`config.mk`:
```
export PLATFORM = sky130hd
export DESIGN_NAME = amci_arbiter_flat
export DESIGN_NICKNAME = d
export VERILOG_FILES = /design/src/rtl/amci_arbiter_if.sv /design/src/rtl/amci_arbiter.sv /design/src/flat_wrapper.sv
export SDC_FILE = /design/constraint.sdc
export NUM_CORES = 1
export LEC_CHECK = 0
export ABC_AREA = 1
export BUFFER_PORTS_ARGS = -buffer_cell sky130_fd_sc_hd__buf_2
export CAP_MARGIN = 25
export CORE_MARGIN = 2
export CORE_UTILIZATION = 40
export DETAILED_ROUTE_END_ITERATION = 12
export GPL_TIMING_DRIVEN = 0
export HOLD_SLACK_MARGIN = 0.08
export PLACE_DENSITY_LB_ADDON = 0.2
export RECOVER_POWER = 100
export SLEW_MARGIN = 30
export SYNTH_ARGS = -nofsm -noshare
export SYNTH_HDL_FRONTEND = slang
export SYNTH_SLANG_ARGS = --single-unit
```
`constraint.sdc`:
```
create_clock -name clk -period 7.3 [get_ports clk]
set_input_delay 1.46 -clock clk [delete_from_list [all_inputs] [get_ports clk]]
set_output_delay 1.46 -clock clk [all_outputs]
set_load 0.01 [all_outputs]
```
`src/rtl/amci_arbiter_if.sv`:
```
// amci_arbiter_if: one AMCI request/response port (write and read channels).
// The master modport is the requesting side, the slave modport the responding side.
interface amci_arbiter_if #(
    parameter int AXI_ADDR_WIDTH = 32,
    parameter int AXI_DATA_WIDTH = 32
);
    logic [AXI_ADDR_WIDTH-1:0] waddr;
    logic [AXI_DATA_WIDTH-1:0] wdata;
    logic [2:0]                wsize;
    logic                      write;
    logic [1:0]                wresp;
    logic                      widle;
    logic [AXI_ADDR_WIDTH-1:0] raddr;
    logic [2:0]                rsize;
    logic                      read;
    logic [AXI_DATA_WIDTH-1:0] rdata;
    logic [1:0]                rresp;
    logic                      ridle;

    modport master (
        output waddr, wdata, wsize, write, raddr, rsize, read,
        input  wresp, widle, rdata, rresp, ridle
    );
    modport slave (
        input  waddr, wdata, wsize, write, raddr, rsize, read,
        output wresp, widle, rdata, rresp, ridle
    );
endinterface

```
`src/rtl/amci_arbiter.sv`:
```
// amci_arbiter: shares one AMCI master port between two clients.
// Write and read channels are arbitrated independently, round-robin by default.
// Define AMCI_ARB_FIXED_PRIORITY_EN for fixed priority (client 0 wins ties).
module amci_arbiter #(
    parameter int AXI_ADDR_WIDTH = 32,
    parameter int AXI_DATA_WIDTH = 32
) (
    input  logic           clk,
    input  logic           resetn,
    amci_arbiter_if.slave  s0,
    amci_arbiter_if.slave  s1,
    amci_arbiter_if.master m
);
    localparam logic [1:0] ST_IDLE  = 2'd0;  // waiting for a pending client and an idle master
    localparam logic [1:0] ST_START = 2'd1;  // request pulsed, waiting for the master to go busy
    localparam logic [1:0] ST_BUSY  = 2'd2;  // waiting for the master to return idle

    // Client inputs gathered into arrays so both clients share one code path
    logic [1:0]                wr_req, rd_req;
    logic [AXI_ADDR_WIDTH-1:0] c_waddr [2];
    logic [AXI_DATA_WIDTH-1:0] c_wdata [2];
    logic [2:0]                c_wsize [2];
    logic [AXI_ADDR_WIDTH-1:0] c_raddr [2];
    logic [2:0]                c_rsize [2];

    assign wr_req     = {s1.write, s0.write};
    assign rd_req     = {s1.read, s0.read};
    assign c_waddr[0] = s0.waddr;
    assign c_waddr[1] = s1.waddr;
    assign c_wdata[0] = s0.wdata;
    assign c_wdata[1] = s1.wdata;
    assign c_wsize[0] = s0.wsize;
    assign c_wsize[1] = s1.wsize;
    assign c_raddr[0] = s0.raddr;
    assign c_raddr[1] = s1.raddr;
    assign c_rsize[0] = s0.rsize;
    assign c_rsize[1] = s1.rsize;

    // Write channel state
    logic [AXI_ADDR_WIDTH-1:0] w_addr_q [2];
    logic [AXI_DATA_WIDTH-1:0] w_data_q [2];
    logic [2:0]                w_size_q [2];
    logic [1:0]                w_resp [2];
    logic [1:0]                w_pend, w_idle, w_state;
    logic                      w_win, w_sel, w_done;
    logic [AXI_ADDR_WIDTH-1:0] mw_addr;
    logic [AXI_DATA_WIDTH-1:0] mw_data;
    logic [2:0]                mw_size;
    logic                      mw_write;

    // Read channel state
    logic [AXI_ADDR_WIDTH-1:0] r_addr_q [2];
    logic [2:0]                r_size_q [2];
    logic [AXI_DATA_WIDTH-1:0] r_data [2];
    logic [1:0]                r_resp [2];
    logic [1:0]                r_pend, r_idle, r_state;
    logic                      r_win, r_sel, r_done;
    logic [AXI_ADDR_WIDTH-1:0] mr_addr;
    logic [2:0]                mr_size;
    logic                      mr_read;

    assign w_done = (w_state == ST_BUSY) && m.widle;
    assign r_done = (r_state == ST_BUSY) && m.ridle;

`ifdef AMCI_ARB_FIXED_PRIORITY_EN
    // Client 0 wins whenever it is pending
    assign w_sel = ~w_pend[0];
    assign r_sel = ~r_pend[0];
`else
    logic w_ptr, r_ptr;
    assign w_sel = (&w_pend) ? w_ptr : w_pend[1];
    assign r_sel = (&r_pend) ? r_ptr : r_pend[1];

    // Preference moves away from each client as its transaction completes
    always_ff @(posedge clk or negedge resetn) begin
        if (!resetn) begin
            w_ptr <= 1'b0;
            r_ptr <= 1'b0;
        end else begin
            if (w_done) w_ptr <= ~w_win;
            if (r_done) r_ptr <= ~r_win;
        end
    end
`endif

    // Latch request parameters from a client whose channel is idle
    // NOTE: holding registers carry no reset; they are read only after a capture has set the matching pending flag.
    always_ff @(posedge clk) begin
        for (int n = 0; n < 2; n++) begin
            if (wr_req[n] && w_idle[n]) begin
                w_addr_q[n] <= c_waddr[n];
                w_data_q[n] <= c_wdata[n];
                w_size_q[n] <= c_wsize[n];
            end
            if (rd_req[n] && r_idle[n]) begin
                r_addr_q[n] <= c_raddr[n];
                r_size_q[n] <= c_rsize[n];
            end
        end
    end

    // Write channel: capture flags, issue FSM and completion return
    always_ff @(posedge clk or negedge resetn) begin
        if (!resetn) begin
            w_state  <= ST_IDLE;
            w_pend   <= '0;
            w_idle   <= '1;
            w_resp   <= '{default: '0};
            w_win    <= 1'b0;
            mw_addr  <= '0;
            mw_data  <= '0;
            mw_size  <= '0;
            mw_write <= 1'b0;
        end else begin
            // A capture needs idle=1 and a completion needs idle=0, so they never touch the same client
            for (int n = 0; n < 2; n++) begin
                if (wr_req[n] && w_idle[n]) begin
                    w_pend[n] <= 1'b1;
                    w_idle[n] <= 1'b0;
                end
            end
            case (w_state)
                ST_IDLE: if ((|w_pend) && m.widle) begin
                    w_win    <= w_sel;
                    mw_addr  <= w_addr_q[w_sel];
                    mw_data  <= w_data_q[w_sel];
                    mw_size  <= w_size_q[w_sel];
                    mw_write <= 1'b1;
                    w_state  <= ST_START;
                end
                ST_START: begin
                    mw_write <= 1'b0;
                    if (!m.widle) w_state <= ST_BUSY;
                end
                ST_BUSY: if (m.widle) begin
                    w_resp[w_win] <= m.wresp;
                    w_idle[w_win] <= 1'b1;
                    w_pend[w_win] <= 1'b0;
                    w_state       <= ST_IDLE;
                end
                default: w_state <= ST_IDLE;
            endcase
        end
    end

    // Read channel: same structure, returning data and response
    always_ff @(posedge clk or negedge resetn) begin
        if (!resetn) begin
            r_state <= ST_IDLE;
            r_pend  <= '0;
            r_idle  <= '1;
            r_resp  <= '{default: '0};
            r_data  <= '{default: '0};
            r_win   <= 1'b0;
            mr_addr <= '0;
            mr_size <= '0;
            mr_read <= 1'b0;
        end else begin
            for (int n = 0; n < 2; n++) begin
                if (rd_req[n] && r_idle[n]) begin
                    r_pend[n] <= 1'b1;
                    r_idle[n] <= 1'b0;
                end
            end
            case (r_state)
                ST_IDLE: if ((|r_pend) && m.ridle) begin
                    r_win   <= r_sel;
                    mr_addr <= r_addr_q[r_sel];
                    mr_size <= r_size_q[r_sel];
                    mr_read <= 1'b1;
                    r_state <= ST_START;
                end
                ST_START: begin
                    mr_read <= 1'b0;
                    if (!m.ridle) r_state <= ST_BUSY;
                end
                ST_BUSY: if (m.ridle) begin
                    r_data[r_win] <= m.rdata;
                    r_resp[r_win] <= m.rresp;
                    r_idle[r_win] <= 1'b1;
                    r_pend[r_win] <= 1'b0;
                    r_state       <= ST_IDLE;
                end
                default: r_state <= ST_IDLE;
            endcase
        end
    end

    assign m.waddr  = mw_addr;
    assign m.wdata  = mw_data;
    assign m.wsize  = mw_size;
    assign m.write  = mw_write;
    assign m.raddr  = mr_addr;
    assign m.rsize  = mr_size;
    assign m.read   = mr_read;

    assign s0.wresp = w_resp[0];
    assign s0.widle = w_idle[0];
    assign s0.rdata = r_data[0];
    assign s0.rresp = r_resp[0];
    assign s0.ridle = r_idle[0];
    assign s1.wresp = w_resp[1];
    assign s1.widle = w_idle[1];
    assign s1.rdata = r_data[1];
    assign s1.rresp = r_resp[1];
    assign s1.ridle = r_idle[1];
endmodule
```
`src/flat_wrapper.sv`:
```
// flat-port wrapper written by rule: the top's interface ports become plain ports
module amci_arbiter_flat 
#(
    parameter int AXI_ADDR_WIDTH = 32,
    parameter int AXI_DATA_WIDTH = 32
)
  (clk, resetn, s0_waddr, s0_wdata, s0_wsize, s0_write, s0_raddr, s0_rsize, s0_read, s0_wresp, s0_widle, s0_rdata, s0_rresp, s0_ridle, s1_waddr, s1_wdata, s1_wsize, s1_write, s1_raddr, s1_rsize, s1_read, s1_wresp, s1_widle, s1_rdata, s1_rresp, s1_ridle, m_waddr, m_wdata, m_wsize, m_write, m_raddr, m_rsize, m_read, m_wresp, m_widle, m_rdata, m_rresp, m_ridle);
  amci_arbiter_if #(.AXI_ADDR_WIDTH(AXI_ADDR_WIDTH), .AXI_DATA_WIDTH(AXI_DATA_WIDTH)) s0_i ();
  amci_arbiter_if #(.AXI_ADDR_WIDTH(AXI_ADDR_WIDTH), .AXI_DATA_WIDTH(AXI_DATA_WIDTH)) s1_i ();
  amci_arbiter_if #(.AXI_ADDR_WIDTH(AXI_ADDR_WIDTH), .AXI_DATA_WIDTH(AXI_DATA_WIDTH)) m_i ();
  input  logic clk;
  input  logic resetn;
  input wire logic [$bits(s0_i.waddr)-1:0] s0_waddr;
  input wire logic [$bits(s0_i.wdata)-1:0] s0_wdata;
  input wire logic [$bits(s0_i.wsize)-1:0] s0_wsize;
  input wire logic [$bits(s0_i.write)-1:0] s0_write;
  input wire logic [$bits(s0_i.raddr)-1:0] s0_raddr;
  input wire logic [$bits(s0_i.rsize)-1:0] s0_rsize;
  input wire logic [$bits(s0_i.read)-1:0] s0_read;
  output wire logic [$bits(s0_i.wresp)-1:0] s0_wresp;
  output wire logic [$bits(s0_i.widle)-1:0] s0_widle;
  output wire logic [$bits(s0_i.rdata)-1:0] s0_rdata;
  output wire logic [$bits(s0_i.rresp)-1:0] s0_rresp;
  output wire logic [$bits(s0_i.ridle)-1:0] s0_ridle;
  input wire logic [$bits(s1_i.waddr)-1:0] s1_waddr;
  input wire logic [$bits(s1_i.wdata)-1:0] s1_wdata;
  input wire logic [$bits(s1_i.wsize)-1:0] s1_wsize;
  input wire logic [$bits(s1_i.write)-1:0] s1_write;
  input wire logic [$bits(s1_i.raddr)-1:0] s1_raddr;
  input wire logic [$bits(s1_i.rsize)-1:0] s1_rsize;
  input wire logic [$bits(s1_i.read)-1:0] s1_read;
  output wire logic [$bits(s1_i.wresp)-1:0] s1_wresp;
  output wire logic [$bits(s1_i.widle)-1:0] s1_widle;
  output wire logic [$bits(s1_i.rdata)-1:0] s1_rdata;
  output wire logic [$bits(s1_i.rresp)-1:0] s1_rresp;
  output wire logic [$bits(s1_i.ridle)-1:0] s1_ridle;
  output wire logic [$bits(m_i.waddr)-1:0] m_waddr;
  output wire logic [$bits(m_i.wdata)-1:0] m_wdata;
  output wire logic [$bits(m_i.wsize)-1:0] m_wsize;
  output wire logic [$bits(m_i.write)-1:0] m_write;
  output wire logic [$bits(m_i.raddr)-1:0] m_raddr;
  output wire logic [$bits(m_i.rsize)-1:0] m_rsize;
  output wire logic [$bits(m_i.read)-1:0] m_read;
  input wire logic [$bits(m_i.wresp)-1:0] m_wresp;
  input wire logic [$bits(m_i.widle)-1:0] m_widle;
  input wire logic [$bits(m_i.rdata)-1:0] m_rdata;
  input wire logic [$bits(m_i.rresp)-1:0] m_rresp;
  input wire logic [$bits(m_i.ridle)-1:0] m_ridle;
  assign s0_i.waddr = s0_waddr;
  assign s0_i.wdata = s0_wdata;
  assign s0_i.wsize = s0_wsize;
  assign s0_i.write = s0_write;
  assign s0_i.raddr = s0_raddr;
  assign s0_i.rsize = s0_rsize;
  assign s0_i.read = s0_read;
  assign s0_wresp = s0_i.wresp;
  assign s0_widle = s0_i.widle;
  assign s0_rdata = s0_i.rdata;
  assign s0_rresp = s0_i.rresp;
  assign s0_ridle = s0_i.ridle;
  assign s1_i.waddr = s1_waddr;
  assign s1_i.wdata = s1_wdata;
  assign s1_i.wsize = s1_wsize;
  assign s1_i.write = s1_write;
  assign s1_i.raddr = s1_raddr;
  assign s1_i.rsize = s1_rsize;
  assign s1_i.read = s1_read;
  assign s1_wresp = s1_i.wresp;
  assign s1_widle = s1_i.widle;
  assign s1_rdata = s1_i.rdata;
  assign s1_rresp = s1_i.rresp;
  assign s1_ridle = s1_i.ridle;
  assign m_waddr = m_i.waddr;
  assign m_wdata = m_i.wdata;
  assign m_wsize = m_i.wsize;
  assign m_write = m_i.write;
  assign m_raddr = m_i.raddr;
  assign m_rsize = m_i.rsize;
  assign m_read = m_i.read;
  assign m_i.wresp = m_wresp;
  assign m_i.widle = m_widle;
  assign m_i.rdata = m_rdata;
  assign m_i.rresp = m_rresp;
  assign m_i.ridle = m_ridle;
  amci_arbiter #(.AXI_ADDR_WIDTH(AXI_ADDR_WIDTH), .AXI_DATA_WIDTH(AXI_DATA_WIDTH)) u_core (.clk(clk), .resetn(resetn), .s0(s0_i), .s1(s1_i), .m(m_i));
endmodule
```
==> results of run 1 <==
final cells by class:
class                      count  area, um2
fill                        3429      17800
sequential                   396      10900
multi-input combinational    803       3270
timing repair buffer         433       1970
clock buffer                  61       1190
tap                          468        586
buffer                        67        277
inverter                      60        228
clock inverter                19        116
antenna                       11       27.5
sequential cells by signal (all words and copies together), names as in the netlist, 32 cells and up:
signal,cells
u_core.r_addr_q,64
u_core.w_addr_q,64
u_core.w_data_q,64
u_core.m.raddr,32
u_core.m.waddr,32
u_core.m.wdata,32
u_core.s0.rdata,32
u_core.s1.rdata,32
cell usage after synthesis (all sizes together):
library cell,instances,share of area
a21oi,2,0.00068
dfstp,4,0.0071
or2,2,0.00085
dfrtp,188,0.32
a22oi,2,0.0010
nand3,106,0.037
buf,32,0.013
edfxtp,204,0.42
clkbuf,35,0.0089
nand2,604,0.15
nor2,4,0.0012
o21ai,83,0.028
inv,60,0.015
kinds of logic after synthesis:
family,after synthesis
DFF,396
AOI/OAI and AO/OA,87
and+or+nand+nor,716
buffers and inverters,127
metal layers:
layer / share of wire / GRT usage
met5: 0.00059 / 0
met4: 0.031 / 0.0929
met3: 0.074 / 0.0543
met2: 0.48 / 0.345
met1: 0.42 / 0.268
through the flow:
step	total power [uW]	utilization	instance area [um2]	hold slack [ns]
floorplan	4590	-	14800	0.470
detailed placement	5690	0.484	17600	0.460
finish	7530	0.511	18600	0.475
global placement	5630	0.480	17500	0.459
CTS	7750	0.520	19000	0.476
global route	8020	0.510	18600	0.495
worst max-delay path, cell delays in order:
cell        delay (ns)
clkbuf_1          0.11
nand2_1           0.10
clkinvlp_2        0.85
clkbuf_1          1.91
power groups by stage:
stage	clock (uW)	sequential [uW]	combinational, uW
final	2030	3220	2280
after global routing	2170	3280	2570
after CTS	2080	3200	2470
after detailed placement	0	3230	2460
after global placement	0	3230	2400
after floorplan	0	3410	1180
how the worst max path moves through the flow:
stage / start / to / slack [ns] / depth (start not counted)
finish: s0_write / u_core.w_data_q[0][31]$_DFFE_PP_ / 2.94 / 4
global placement: resetn / u_core.m.raddr[15]$_DFFE_PN0P_ / 1.35 / 1
floorplan: s0_write / u_core.w_addr_q[0][0]$_DFFE_PP_ / 4.05 / 2
global route: s1_write / u_core.w_data_q[1][24]$_DFFE_PP_ / 2.72 / 4
detailed placement: m_widle / u_core.m.wdata[30]$_DFFE_PN0P_ / 4.56 / 7
CTS: u_core.r_idle[0]$_DFF_PN1_ / s0_ridle / 4.56 / 1
==> qor.txt, run 1 <==
status: finished, violations left
failing checks: max-capacitance violations, max-slew violations
setup bufs post-CTS: 0
Post-Synth Adder-Cell Area: 0
compound-cell area share of the yosys netlist: 0.0298
Synth Area per Inst: 11.1 um2
non-filler cells, final: 2318
core footprint: 0.0364 mm2
clock tree buffer depth: 3
Peak VDD IR: 239 uV
Worst Slack Setup Final: 2.94 ns
commonest non-fill, non-tap cell in the layout: nand2_1
final setup violation count: 0
Synth Register Bits: 396
Clk pwr share: 0.269
Worst Max-Slew Pin Slew: 3.07 ns
DRT Pass-1 Iters: 5
HP Start: u_core.m.wdata[15]$_DFFE_PN0P_
nets@finish: 2052
combinational share of power: 0.303
Tot GR Track Use: 0.211
grt ovf: 0
Power Density: 404 mW/mm2
routed vias: 11.0k
Layout area overhead: 26.0%
H-tree Lvls: 2
clock transition at the registers of the reported paths: 0.06 ns
hold endpoint: u_core.m.wdata[15]$_DFFE_PN0P_
CTS resizes: 0
Iter 0 DRT Violations: 489
die area: 0.0385 mm2
multiplexer area fraction after synthesis: 0
first-pass GRT wire length: 62200 um
row count: 70
Clock Sinks: 396
Int Pwr: 4770 uW
Post-Synthesis Cells: 1326
hold_buf cts: 0
hold path cells: 2
Leak: 0.00862 uW
count of pins over their slew limit: 197
antenna-violating nets left: 0
maximum clock frequency: 0.229 GHz
total routed wirelength: 40900 um
RSZ-0062 raised after global routing: false
Data required, critical path: 7.42 ns
# IOs: 428
clk root buf: clkbuf_16
antenna violations before repair: 12
most frequent cells in the layout: 603 x nand2_1, 255 x buf_2, 250 x clkbuf_1
DRC viols: 0
post-route minimum period: 4.36 ns
final-report hold violation count: 0
switching share of power: 0.366
Critical Path Fanout Max: 40
Die Wd: 196 um
flop-to-flop setup slack: 3.42 ns
Arr. time, crit path: 4.48 ns
max_cap viols: 5
drt via density: 4.73
Hold Crit Class: reg -> reg
clock skew: 0.0135 ns
sequential fraction of design power: 0.428
Crit. End Element: flip-flop
Die Span Y: 196 um
Rel. slew slack: -1.04
synthesized net count: 1574
drt wl/cell: 17.7 um
worst flop-to-flop path startpoint: u_core.w_idle[0]$_DFF_PN1_
placed cells: 2227
Simple-Gate Fraction of Synth Area: 0.193
xor/xnor cell area share of the yosys netlist: 0
Worst Setup Path Type: in -> reg
NetSw: 2760 uW
dpl ws: 4.56 ns
R2R depth: 3
period utilization: 0.597
Initial Util: 0.405
share of cells above drive strength 1: 0.181
setup tns final: 0 ns
RR Endpoint: u_core.w_data_q[0][31]$_DFFE_PP_
routability cong.: 0.847
Synth cell types: 20
number of global-route vias before repair: 10.9k
largest net degree at the start of global routing: 78
Worst-Skew Late Latency: 0.57 ns
Seq/Total Area, Yosys: 0.741
main combinational cell family by area after synthesis: simple AND/OR/NAND/NOR gates
dpl hpwl: 29100 um
CTS tree: done
area of the mapped netlist: 0.0148 mm2
Syn. warnings: 0
CTS buffer count: 43
# port buffers: 427
crit path launch type: primary input
(Power assumes the default switching activity.)
==> inputs of run 2 (changes only) <==
clock period = 4.5 ns   (was 7.3 ns; I/O delays follow)
==> run 2 against run 1 <==
  * The flow still finishes with violations (max-capacitance violations, max-slew violations)
  * Clock-buffer cell count stayed put
  * Highest routed layer unchanged
  * First-iteration DRC count is 5.1% higher
  * Hold slack worse by 0.23 ns
  * Sequential power is 62% higher
  * Sequential share of layout area hardly changed
  * Final area hardly changed
  * Final cell count hardly changed
  * Power is 62% higher
  * Non-clock buffer count stayed put
  * Die area stayed put
==> qor.txt, run 2 (synthesis gave the netlist of run 1 again) <==
first-pass GRT wire length: 62200 um
status: finished, violations left
clock transition at the registers of the reported paths: 0.06 ns
# port buffers: 427
total routed wirelength: 41000 um
Largest stage delay, worst path: 0.98 ns
RSZ-0062 raised after global routing: false
Crit path max-delay family: buffers and inverters
largest net degree at the start of global routing: 78
Post-DP Area: 0.0176 mm2
Hold Crit Class: in -> async
final setup violation count: 0
post-route minimum period: 2.95 ns
Arr. time, crit path: 2.99 ns
routability cong.: 0.847
commonest non-fill, non-tap cell in the layout: nand2_1
clk root buf: clkbuf_16
Data required, critical path: 4.54 ns
setup bufs post-CTS: 0
hold_buf cts: 0
count of pins over their slew limit: 227
drt via density: 4.72
H-tree Lvls: 2
Initial Util: 0.405
antenna-violating nets left: 0
number of global-route vias before repair: 10.9k
crit path launch type: primary input
critical-path cell list: clkbuf_1, nand2_1, clkinvlp_2, clkbuf_2
Worst path depth: 4
maximum clock frequency: 0.339 GHz
row count: 70
Tot GR Track Use: 0.211
final-report hold violation count: 0
Worst Setup Path Type: in -> reg
Die Span Y: 196 um
grt ovf: 0
period utilization: 0.655
drt wl/cell: 17.7 um
nets@finish: 2052
Layout area overhead: 26.0%
Power Density: 656 mW/mm2
worst flop-to-flop path startpoint: u_core.w_idle[1]$_DFF_PN1_
routed vias: 11.0k
Worst Max-Slew Pin Slew: 2.02 ns
flop-to-flop setup slack: 1.59 ns
R2R depth: 3
CP bufs+invs: 3
Crit. End Element: flip-flop
die area: 0.0385 mm2
share of cells above drive strength 1: 0.181
CTS buffer count: 43
clock tree buffer depth: 3
CP startpoint: s1_write
Worst-Skew Late Latency: 0.57 ns
Peak VDD IR: 388 uV
Leak: 0.00863 uW
final hold slack: 0.240 ns
post-route core utilization: 0.510
Iter 0 DRT Violations: 514
Slowest cell on crit path: clkbuf_2
Rel. slew slack: -0.348
antenna violations before repair: 13
most frequent cells in the layout: 604 x nand2_1, 255 x buf_2, 247 x clkbuf_1
DRC viols: 0
Pwr Total: 12200 uW
dpl hpwl: 29100 um
max_cap viols: 5
Clock Sinks: 396
top flop regs: u_core.r_addr_q x64, u_core.w_addr_q x64, u_core.w_data_q x64
failing checks: max-capacitance violations, max-slew violations
Critical Path Fanout Max: 47
post-route cell area: 0.0186 mm2
CTS resizes: 0
DRT Pass-1 Iters: 7
# IOs: 428
clock skew: 0.0134 ns
core footprint: 0.0364 mm2
CTS tree: done
Die Wd: 196 um
==> run 2: changes by cell type in the layout (fill, tap and decap cells not counted), sizes merged <==
cell	before	now
diode	11	13
==> run 2: path summary, 6_finish.rpt <==
| path | end |
|---|---|
| max in group asynchronous | u_core.m.raddr[15]$_DFFE_PN0P_ |
| worst min register to register | u_core.m.wdata[15]$_DFFE_PN0P_ |
| worst min-delay path | u_core.m.wdata[20]$_DFFE_PN0P_ |
| worst max register to register | u_core.w_addr_q[1][11]$_DFFE_PP_ |
| min in group clk | u_core.m.wdata[15]$_DFFE_PN0P_ |
| worst max-delay path | u_core.w_addr_q[1][11]$_DFFE_PP_ |
==> run 2: layer usage <==
layer	global-route usage	vias up	wire (um)
met5	0	-	24
met4	0.0929	4	1280
met3	0.0543	76	3110
met2	0.345	372	19600
met1	0.268	5210	17000
li1	-	5299	-
==> run 2: final cells by class <==
type,instances,area [um2]
Sequential cell,396,10900
Fill cell,3428,17800
Clock buffer,61,1190
Clock inverter,19,116
Multi-Input combinational cell,803,3270
Inverter,60,228
Antenna cell,13,32.5
Timing Repair Buffer,433,1970
Tap cell,468,586
Buffer,67,275
==> run 2: power by group <==
group | switching [uW] | internal [uW]
clock network | 1430 | 1860
logic | 2570 | 1130
registers | 479 | 4740
==> run 2: worst reg2reg max path: stages (launching register included) <==
cell and delay, ns:
dfstp_1 0.38, nand2_1 0.08, clkinvlp_2 0.88, clkbuf_2 0.99
==> run 2: per-stage QoR <==
step / instances / setup TNS [ns] / worst slack, ns
floorplan: 1326 / 0 / 1.81
global placement: 2221 / -162.60 / -0.892
detailed placement: 2227 / 0 / 2.32
CTS: 2307 / 0 / 2.32
global route: 2316 / 0 / 1.39
finish: 2320 / 0 / 1.55
